==> config.mk <==
export PLATFORM = sky130hd
export DESIGN_NAME = mmio_periph
export DESIGN_NICKNAME = d
export VERILOG_FILES = /design/src/rtl/mmio_periph_pkg.sv /design/src/rtl/mmio_periph_kb_fifo.sv /design/src/rtl/mmio_periph.sv
export SDC_FILE = /design/constraint.sdc
export NUM_CORES = 1
export LEC_CHECK = 0
export ABC_AREA = 1
export ABC_CLOCK_PERIOD_IN_PS = 4850
export BUFFER_PORTS_ARGS = -buffer_cell sky130_fd_sc_hd__buf_4
export CORE_MARGIN = 2
export CORE_UTILIZATION = 42
export DETAILED_ROUTE_END_ITERATION = 7
export MAX_ROUTING_LAYER = met4
export PLACE_DENSITY_LB_ADDON = 0.12
export SKIP_CTS_REPAIR_TIMING = 1
export SLEW_MARGIN = 20
export SYNTH_ARGS = -nofsm -noshare
export SYNTH_HDL_FRONTEND = slang
export SYNTH_SLANG_ARGS = --single-unit
==> constraint.sdc <==
create_clock -name clk -period 4.85 [get_ports clk]
set_input_delay 0 -clock clk [delete_from_list [all_inputs] [get_ports clk]]
set_output_delay 0 -clock clk [all_outputs]
set_load 0.02 [all_outputs]
==> src/rtl/mmio_periph_pkg.sv <==
// Register map, status bit positions and reset constants for the mmio_periph block.
package mmio_periph_pkg;

    localparam logic [15:0] OFF_SCROLL    = 16'h0000;
    localparam logic [15:0] OFF_CURSOR    = 16'h0004;
    localparam logic [15:0] OFF_KB_STATUS = 16'h0008;
    localparam logic [15:0] OFF_KB_DATA   = 16'h000C;
    localparam logic [15:0] OFF_KB_CTRL   = 16'h0010;
    localparam logic [15:0] OFF_TIMER     = 16'h0014;
    localparam logic [15:0] OFF_LEDR      = 16'h0018;
    localparam logic [15:0] OFF_HEX_BASE  = 16'h0020;

    localparam int ST_NEMPTY  = 0;
    localparam int ST_FULL    = 1;
    localparam int ST_OVF     = 2;
    localparam int ST_CNT_LSB = 8;

    localparam int CTRL_FLUSH   = 0;
    localparam int CTRL_OVF_CLR = 1;

    localparam logic [6:0] HEX_BLANK = 7'h7F;

endpackage

==> src/rtl/mmio_periph_kb_fifo.sv <==
// Keyboard scancode FIFO: circular buffer with wrapping pointers and an explicit count.
module kb_fifo #(
    parameter int KB_DEPTH = 16,
    parameter int KB_W     = 8
) (
    input  logic                          clk,
    input  logic                          rst_n,
    input  logic                          i_push,
    input  logic                          i_pop,
    input  logic                          i_flush,
    input  logic [KB_W-1:0]               i_data,
    output logic [KB_W-1:0]               o_head,
    output logic                          o_empty,
    output logic                          o_full,
    output logic [$clog2(KB_DEPTH):0]     o_count
);

    localparam int AW = $clog2(KB_DEPTH);

    logic [KB_W-1:0] r_mem [KB_DEPTH];
    logic [AW-1:0]   r_wptr;
    logic [AW-1:0]   r_rptr;
    logic [AW:0]     r_count;
    logic            w_do_push;
    logic            w_do_pop;

    assign o_empty = (r_count == '0);
    assign o_full  = (r_count == (AW+1)'(KB_DEPTH));
    assign o_count = r_count;
    assign o_head  = r_mem[r_rptr];

    // A pop frees a slot in the same cycle, so a full FIFO still accepts a push alongside it.
    assign w_do_pop  = i_pop && !o_empty;
    assign w_do_push = i_push && (!o_full || w_do_pop);

    always_ff @(posedge clk) begin
        if (!rst_n) begin
            r_wptr  <= '0;
            r_rptr  <= '0;
            r_count <= '0;
        end else if (i_flush) begin
            r_wptr  <= '0;
            r_rptr  <= '0;
            r_count <= '0;
        end else begin
            if (w_do_push) r_wptr <= r_wptr + AW'(1);
            if (w_do_pop)  r_rptr <= r_rptr + AW'(1);
            case ({w_do_push, w_do_pop})
                2'b10:   r_count <= r_count + (AW+1)'(1);
                2'b01:   r_count <= r_count - (AW+1)'(1);
                default: r_count <= r_count;
            endcase
        end
    end

    always_ff @(posedge clk) begin
        if (rst_n && !i_flush && w_do_push) r_mem[r_wptr] <= i_data;
    end

endmodule

==> src/rtl/mmio_periph.sv <==
// Memory-mapped peripheral register block: VGA scroll/cursor, 7-seg, LEDs, cycle timer, keyboard FIFO.
module mmio_periph
    import mmio_periph_pkg::*;
#(
    parameter int NUM_HEX  = 6,
    parameter int LED_W    = 10,
    parameter int KB_DEPTH = 16,
    parameter int KB_W     = 8
) (
    input  logic                   clk,
    input  logic                   rst_n,
    input  logic                   cpu_sel,
    input  logic [15:0]            cpu_addr,
    input  logic                   cpu_we,
    input  logic                   cpu_re,
    input  logic [31:0]            cpu_wrdata,
    output logic [31:0]            cpu_rddata,
    input  logic                   kb_valid,
    input  logic [KB_W-1:0]        kb_data,
    output logic [31:0]            vga_extra_line_cnt,
    output logic [15:0]            vga_cursor_x,
    output logic [15:0]            vga_cursor_y,
    output logic [7*NUM_HEX-1:0]   hex,
    output logic [LED_W-1:0]       ledr
);

    localparam int AW = $clog2(KB_DEPTH);

    logic [31:0]              r_scroll;
    logic [15:0]              r_cur_x;
    logic [15:0]              r_cur_y;
    logic [31:0]              r_timer;
    logic [LED_W-1:0]         r_ledr;
    logic [NUM_HEX-1:0][6:0]  r_hex;
    logic                     r_ovf;
    logic [31:0]              r_rddata;

    logic [15:0]      w_off;
    logic             w_wr;
    logic             w_rd;
    logic             w_hex_hit;
    logic             w_pop;
    logic             w_flush;
    logic             w_ovf_clr;
    logic             w_ovf_evt;
    logic [31:0]      w_rdval;
    logic [KB_W-1:0]  w_head;
    logic             w_empty;
    logic             w_full;
    logic [AW:0]      w_count;
    logic             w_unused;

    assign w_unused  = ^cpu_addr[1:0];
    assign w_off     = {cpu_addr[15:2], 2'b00};
    assign w_wr      = cpu_sel && cpu_we;
    // A simultaneous write wins; the read side then neither pops nor returns data.
    assign w_rd      = cpu_sel && cpu_re && !cpu_we;
    assign w_hex_hit = (w_off[15:5] == OFF_HEX_BASE[15:5]) && (int'(w_off[4:2]) < NUM_HEX);

    assign w_pop     = w_rd && (w_off == OFF_KB_DATA);
    assign w_flush   = w_wr && (w_off == OFF_KB_CTRL) && cpu_wrdata[CTRL_FLUSH];
    assign w_ovf_clr = w_wr && (w_off == OFF_KB_CTRL) && cpu_wrdata[CTRL_OVF_CLR];
    assign w_ovf_evt = kb_valid && w_full && !w_pop && !w_flush;

    kb_fifo #(
        .KB_DEPTH (KB_DEPTH),
        .KB_W     (KB_W)
    ) u_kb_fifo (
        .clk     (clk),
        .rst_n   (rst_n),
        .i_push  (kb_valid),
        .i_pop   (w_pop),
        .i_flush (w_flush),
        .i_data  (kb_data),
        .o_head  (w_head),
        .o_empty (w_empty),
        .o_full  (w_full),
        .o_count (w_count)
    );

    always_comb begin
        w_rdval = '0;
        case (w_off)
            OFF_SCROLL:    w_rdval = r_scroll;
            OFF_CURSOR:    w_rdval = {r_cur_y, r_cur_x};
            OFF_KB_STATUS: begin
                w_rdval[ST_NEMPTY]            = !w_empty;
                w_rdval[ST_FULL]              = w_full;
                w_rdval[ST_OVF]               = r_ovf;
                w_rdval[ST_CNT_LSB +: 8]      = 8'(w_count);
            end
            OFF_KB_DATA:   w_rdval[KB_W-1:0] = w_empty ? '0 : w_head;
            OFF_TIMER:     w_rdval = r_timer;
            OFF_LEDR:      w_rdval[LED_W-1:0] = r_ledr;
            default:       w_rdval = '0;
        endcase
        for (int i = 0; i < NUM_HEX; i++) begin
            if (w_hex_hit && (w_off[4:2] == 3'(i))) w_rdval[6:0] = r_hex[i];
        end
    end

    always_ff @(posedge clk) begin
        if (!rst_n) begin
            r_rddata <= '0;
        end else if (cpu_re) begin
            r_rddata <= w_rd ? w_rdval : '0;
        end
    end

    always_ff @(posedge clk) begin
        if (!rst_n) begin
            r_scroll <= '0;
            r_cur_x  <= '0;
            r_cur_y  <= '0;
            r_ledr   <= '0;
            r_hex    <= {NUM_HEX{HEX_BLANK}};
        end else if (w_wr) begin
            case (w_off)
                OFF_SCROLL: r_scroll <= cpu_wrdata;
                OFF_CURSOR: {r_cur_y, r_cur_x} <= cpu_wrdata;
                OFF_LEDR:   r_ledr <= cpu_wrdata[LED_W-1:0];
                default:    ;
            endcase
            for (int i = 0; i < NUM_HEX; i++) begin
                if (w_hex_hit && (w_off[4:2] == 3'(i))) r_hex[i] <= cpu_wrdata[6:0];
            end
        end
    end

    always_ff @(posedge clk) begin
        if (!rst_n)                            r_timer <= '0;
        else if (w_wr && w_off == OFF_TIMER)   r_timer <= cpu_wrdata;
        else                                   r_timer <= r_timer + 32'd1;
    end

    // Set wins over clear so an overflow coinciding with a clear is not lost.
    always_ff @(posedge clk) begin
        if (!rst_n)         r_ovf <= 1'b0;
        else if (w_ovf_evt) r_ovf <= 1'b1;
        else if (w_ovf_clr) r_ovf <= 1'b0;
    end

    assign cpu_rddata         = r_rddata;
    assign vga_extra_line_cnt = r_scroll;
    assign vga_cursor_x       = r_cur_x;
    assign vga_cursor_y       = r_cur_y;
    assign hex                = r_hex;
    assign ledr               = r_ledr;

endmodule

==> out/qor.txt, run 1 <==
Status - completed
Fillcell total - 3,229
Pwr/cell area - 320 mW/mm^2
Critical Path RT - 4980 ps
DR DRC count - 0
Port buffer count - 207
Clock transition at path regs - 70 ps
Seq/Total Area, Yosys - 0.539
Layout cells sized above 1 - 0.173
Largest net degree at the start of global routing - 77
Num CTS Buffers - 36
First-pass GRT wire length - 65,900 um
P&R area growth vs syn - 23.3%
RSZ-0062 raised after global routing - false
Worst-Margin Slew - 1070 ps
Leakage Power - 7.08 nW
Sum Neg Setup Slack - 0 ps
Synth area leader - dfxtp_1
Die width - 190 um
Row Count - 68
Core Box Area - 0.0343 sq mm
Initial antenna violation count - 2
Startpoint Class - flop
# IOs - 210
Hold Path End - vga_cursor_x[10]
Global-route usage over all layers - 0.241
Hold Vio Cnt, Final - 0
Clk_skew - 17.4 ps
TritonCTS clock tree - done
Routability congestion estimate - 0.851
Top cells by area, synth - dfxtp_1 (27%), edfxtp_1 (27%), nand2_1 (6.4%), o21ai_0 (6.2%), nor2_1 (4.9%)
Initial Utilization - 0.423
DP HPWL - 29,200 um
Final instance area - 0.0179 sq mm
R2R cell count - 12
1st-iter DRT viols - 809
Fin util - 0.521
Worst Path Arrival - 2930 ps
Synth cell types - 47
Area share of the largest cell type after synthesis - 0.274
CP Capture Type - flop
CTS HTree Levels - 2
Tcrit/Tclk final - 0.577
Die area - 0.0360 sq mm
Register bit total from synthesis - 326
Reg-to-Reg Start - u_kb_fifo.o_count[1]
Post-Syn Nets - 1,761
Overflow after GRT - 0
Vias - 12,373
Fin nets - 1,975
Worst slew margin - 0.284
Worst hold start - rst_n
Antenna viol nets, final - 0
Hold-critical path depth - 3
Syn_area_per_cell - 8.58 sq um
Hold Crit Class - in2reg
Min Tclk post-route - 2800 ps
CTS sink cnt - 326
Clk root buf - clkbuf_16
Max-cap violations - 0
RR Endpoint - u_kb_fifo.r_mem[13][6]
WL/cell - 18.0 um
Via density - 5.19
Placed inst area - 0.0163 sq mm
Placed cell count - 2,277
YS warnings - 0
Crit-path max FO - 8
Max Root-Sink Buffers - 3
Vias in the first global route - 11,867
Mapped cell area - 0.0145 sq mm
Fmax achieved - 357 MHz
Final Max Tran Viols - 0
Setup CP Type - reg2reg
DRT Pass-1 Iters - 5
Setup violators final - 0
Worst-skew pair later-pin latency - 530 ps
Non-filler cells, final - 2,383
Final Power - 0.00572 W
Chip Height - 190 um
Mapped Cells - 1,689
Final wirelength - 42,900 um
Max VDD drop - 0.220 mV
Flop2flop setup slack - 2050 ps
worst max-delay path: stages (launching register included):
cell	delay [ps]
dfxtp_1	360
inv_1	100
nand3_1	120
nor2_1	130
inv_1	100
nand3_1	160
nand2_1	150
inv_2	80
nor2_8	140
inv_2	90
nor2_4	100
nand2_1	120
nor2_1	750
worst max path at each step:
stage / cells after the start / start / slack (ps) / end
final: 12 / u_kb_fifo.o_count[1] / 2050 / u_kb_fifo.r_mem[13][6]
after global routing: 12 / u_kb_fifo.o_count[1] / 1840 / u_kb_fifo.r_mem[13][6]
after CTS: 12 / u_kb_fifo.o_count[1] / 2040 / u_kb_fifo.r_mem[13][5]
after detailed placement: 16 / cpu_addr[15] / 1990 / u_kb_fifo.o_count[4]
after global placement: 12 / cpu_addr[15] / 2050 / u_kb_fifo.r_mem[12][5]
after floorplan: 14 / u_kb_fifo.o_count[1] / 2720 / u_kb_fifo.o_count[4]
sequential cells by signal (all words and copies together) (netlist names), 4 cells and up, named ones only:
name and flops:
vga_extra_line_cnt 32, vga_cursor_y 16, ledr 10, r_timer 32
u_kb_fifo.o_count 5, u_kb_fifo.r_rptr 4, u_kb_fifo.r_wptr 4, hex 42
u_kb_fifo.r_mem 128, vga_cursor_x 16, cpu_rddata 32
cells in the mapped netlist, drive strengths merged:
cell type and number:
nand2 259, nor2 212, dfxtp 198, inv 192
o21ai 185, a21oi 135, edfxtp 128, nand3 99
o211ai 59, clkbuf 46, buf 39, o22ai 29
nor3 23, xor2 18, nand4 12, o21bai 12
ha 9, a211oi 5, a31oi 5, o221ai 5
o31ai 3, xnor2 3, a311oi 2, nor4 2
o21a 2, a22oi 1, and3 1, clkinv 1
fa 1, nand3b 1, o2111ai 1, or2 1
routing by layer:
metal / track usage / share of wire
met1: 0.314 / 0.45
met2: 0.373 / 0.45
met3: 0.0485 / 0.058
met4: 0.0897 / 0.035
met5: - / 0
final cells by class:
cell class	instances	area (sq um)	area share
tap	455	569	0.0319
antenna	2	5.00	0.000280
inverter	193	724	0.0405
sequential	326	7810	0.437
clock buffer	45	976	0.0546
multi-input combinational	1085	5590	0.313
timing repair buffer	261	2070	0.116
clock inverter	16	135	0.00756
per-stage QoR:
| stage | hold WS (ps) | setup WS [ps] |
|---|---|---|
| 2_1_floorplan | 98.9 | 2720 |
| 5_1_grt | 41.6 | 1840 |
| 4_1_cts | -278 | 2040 |
| 3_5_place_dp | 262 | 1990 |
| 3_3_place_gp | 257 | 2050 |
| 6_report | 5.82 | 2050 |
kinds of logic after synthesis:
group / share of synthesized area
adders and majority gates: 0.00915
AOI/OAI and AO/OA: 0.174
buffers and inverters: 0.0764
and+or+nand+nor: 0.189
xor gates and xnor gates: 0.0127
DFF: 0.539
report_power, final:
part | internal (W) | leakage (nW) | total (W) | switching (W)
Sequential | 0.00286 | 2.75 | 0.00287 | 0.00000837
Combinational | 0.0000837 | 3.78 | 0.000229 | 0.000145
Clock | 0.00153 | 0.550 | 0.00262 | 0.00109
cell usage in the layout, fill, tap and decap left out, drive strengths merged, types with 29 or more instances in the layout:
cell,instances
clkbuf,45
buf,218
nand3,99
inv,193
o21ai,185
nand2,259
o211ai,59
dfxtp,198
dlygate4sd3,43
nor2,212
o22ai,29
a21oi,135
edfxtp,128
Note: power is estimated with default switching activity, not from simulation.
==> run 2: changes to the inputs <==
ABC_CLOCK_PERIOD_IN_PS = 2580   (was 4850)
clock period = 2.58 ns   (was 4.85 ns; I/O delays follow)
==> out/qor.txt, run 2 (synthesis gave the netlist of run 1 again) <==
Status - completed
RSZ-0062 raised after global routing - false
Port buffer count - 207 (unchanged)
Layout cells sized above 1 - 0.188 (+0.0142)
# IOs - 210 (unchanged)
Overflow after GRT - 0 (unchanged)
1st-iter DRT viols - 1,002 (+24%)
Global-route usage over all layers - 0.247 (+0.00602)
Routability congestion estimate - 0.876 (+2.9%)
Min Tclk post-route - 2380 ps (-416 ps)
Fmax achieved - 420 MHz (+17%)
Setup CP Type - reg2reg
Clock Power Share - 0.477 (+0.018)
Leakage Power - 7.27 nW (+2.7%)
Clk root buf - clkbuf_16
Clk_skew - 16.3 ps (-1.12 ps)
Largest net degree at the start of global routing - 75 (-2.6%)
CP Capture Type - flop
Pwr/cell area - 612 mW/mm^2 (+91%)
Vias in the first global route - 11,819 (-0.40%)
WL/cell - 18.2 um (+0.84%)
Commonest non-fill, non-tap cells in the layout - nand2_1 (246), buf_4 (238), dfxtp_1 (197)
P&R area growth vs syn - 25.9%
Initial antenna violation count - 1 (-1)
Crit-path max FO - 8 (unchanged)
Antenna viol nets, final - 0 (unchanged)
Num CTS Buffers - 37 (+2.8%)
Vias - 12,552 (+1.4%)
Row Count - 68 (unchanged)
Commonest non-fill, non-tap cell in the layout - nand2_1
Chip Height - 190 um (unchanged)
Placed cell count - 2,301 (+1.1%)
Worst-Margin Slew - 946 ps (-124 ps)
Hold Vio Cnt, Final - 0 (unchanged)
Final Power - 0.0112 W (+95%)
Tcrit/Tclk final - 0.924 (+0.347)
Initial Utilization - 0.423 (unchanged)
Worst Path Arrival - 2530 ps (-400 ps)
Fillcell total - 3,229 (unchanged)
Hold Crit Class - in2reg
Clock transition at path regs - 60 ps (about the same)
Switch share - 0.214 (-0.00379)
Max-cap violations - 0 (unchanged)
TritonCTS clock tree - done
Int Power - 0.00877 W (+96%)
Number of flip-flops under the largest register name - 128 (unchanged)
CTS sink cnt - 326 (unchanged)
Die area - 0.0360 sq mm (unchanged)
Combinational Power Share - 0.040 (about the same)
Max Root-Sink Buffers - 3 (unchanged)
Core Box Area - 0.0343 sq mm (unchanged)
Via density - 5.20 (+0.23%)
Sum Neg Setup Slack - 0 ps (unchanged)
Final Max Tran Viols - 0 (unchanged)
Startpoint Class - flop
DP HPWL - 30,900 um (+6.1%)
Critical Path RT - 2720 ps (-2260 ps)
Max VDD drop - 0.356 mV (+62%)
Worst slew margin - 0.368 (+0.0841)
DR DRC count - 0 (unchanged)
Sequential power share - 0.483 (-0.018)
CTS HTree Levels - 2 (unchanged)
Setup violators final - 0 (unchanged)
Non-filler cells, final - 2,412 (+1.2%)
Fin nets - 2,001 (+1.3%)
Worst-skew pair later-pin latency - 530 ps (about the same)
First-pass GRT wire length - 67,200 um (+1.9%)
Final wirelength - 43,800 um (+2.1%)
Most flops, register - u_kb_fifo.r_mem
Psw - 0.00239 W (+92%)
DRT Pass-1 Iters - 5 (unchanged)
Die width - 190 um (unchanged)
run 2: area by class of cell:
class	count	area [sq um]	area share
flip-flops and latches	326	7810	0.428
multi-input cells	1085	5590	0.306
repair buffers	286	2310	0.127
clock buffers	51	1080	0.0593
inverters	193	724	0.0397
well taps	455	569	0.0312
clock inverters	15	158	0.00864
diodes	1	2.50	0.000137
run 2: critical path: stages (launching register included):
cell	delay (ps)
dfxtp_1	350
inv_1	100
nand3_1	140
nor2_1	100
inv_1	80
nand3_1	120
nand2_1	140
inv_2	70
nor2_8	140
nand3_2	180
nor2_1	600
run 2: per-stage QoR:
step,util,setup slack (ps),cell area [sq um],hold slack (ps)
after floorplan,-,448,14500,98.9
after global placement,0.483,188,16600,257
after detailed placement,0.483,97.3,16600,261
after CTS,0.519,122,17800,-292
after global routing,0.532,2.02,18200,2.42
final,0.532,196,18200,6.82
run 2: path summary, 6_finish.rpt:
check / cells after the start / slack, ps / start / to
worst min-delay path: 4 / 7 / cpu_sel / r_timer[1]
worst max register to register: 10 / 200 / u_kb_fifo.o_count[1] / u_kb_fifo.r_mem[7][6]
worst max-delay path: 10 / 200 / u_kb_fifo.o_count[1] / u_kb_fifo.r_mem[7][6]
worst min register to register: 2 / 470 / cpu_rddata[21] / cpu_rddata[21]
run 2: per-layer routing:
layer  track usage  vias to the layer above  share of wire  routed length (um)
met4        0.0829                        0          0.030                1330
met2         0.372                      398           0.45               19600
met3        0.0559                       72          0.068                2970
met5             -                        -              0                   0
met1         0.330                     5881           0.45               19900
li1              -                     6201              -                   -
run 2: power by group through the flow:
stage / combinational, W / sequential [W] / clock (W)
3_3_place_gp: 0.000390 / 0.00550 / 0
2_1_floorplan: 0.000179 / 0.00549 / 0
4_1_cts: 0.000395 / 0.00538 / 0.00541
6_report: 0.000447 / 0.00539 / 0.00532
5_1_grt: 0.000491 / 0.00539 / 0.00563
3_5_place_dp: 0.000395 / 0.00550 / 0
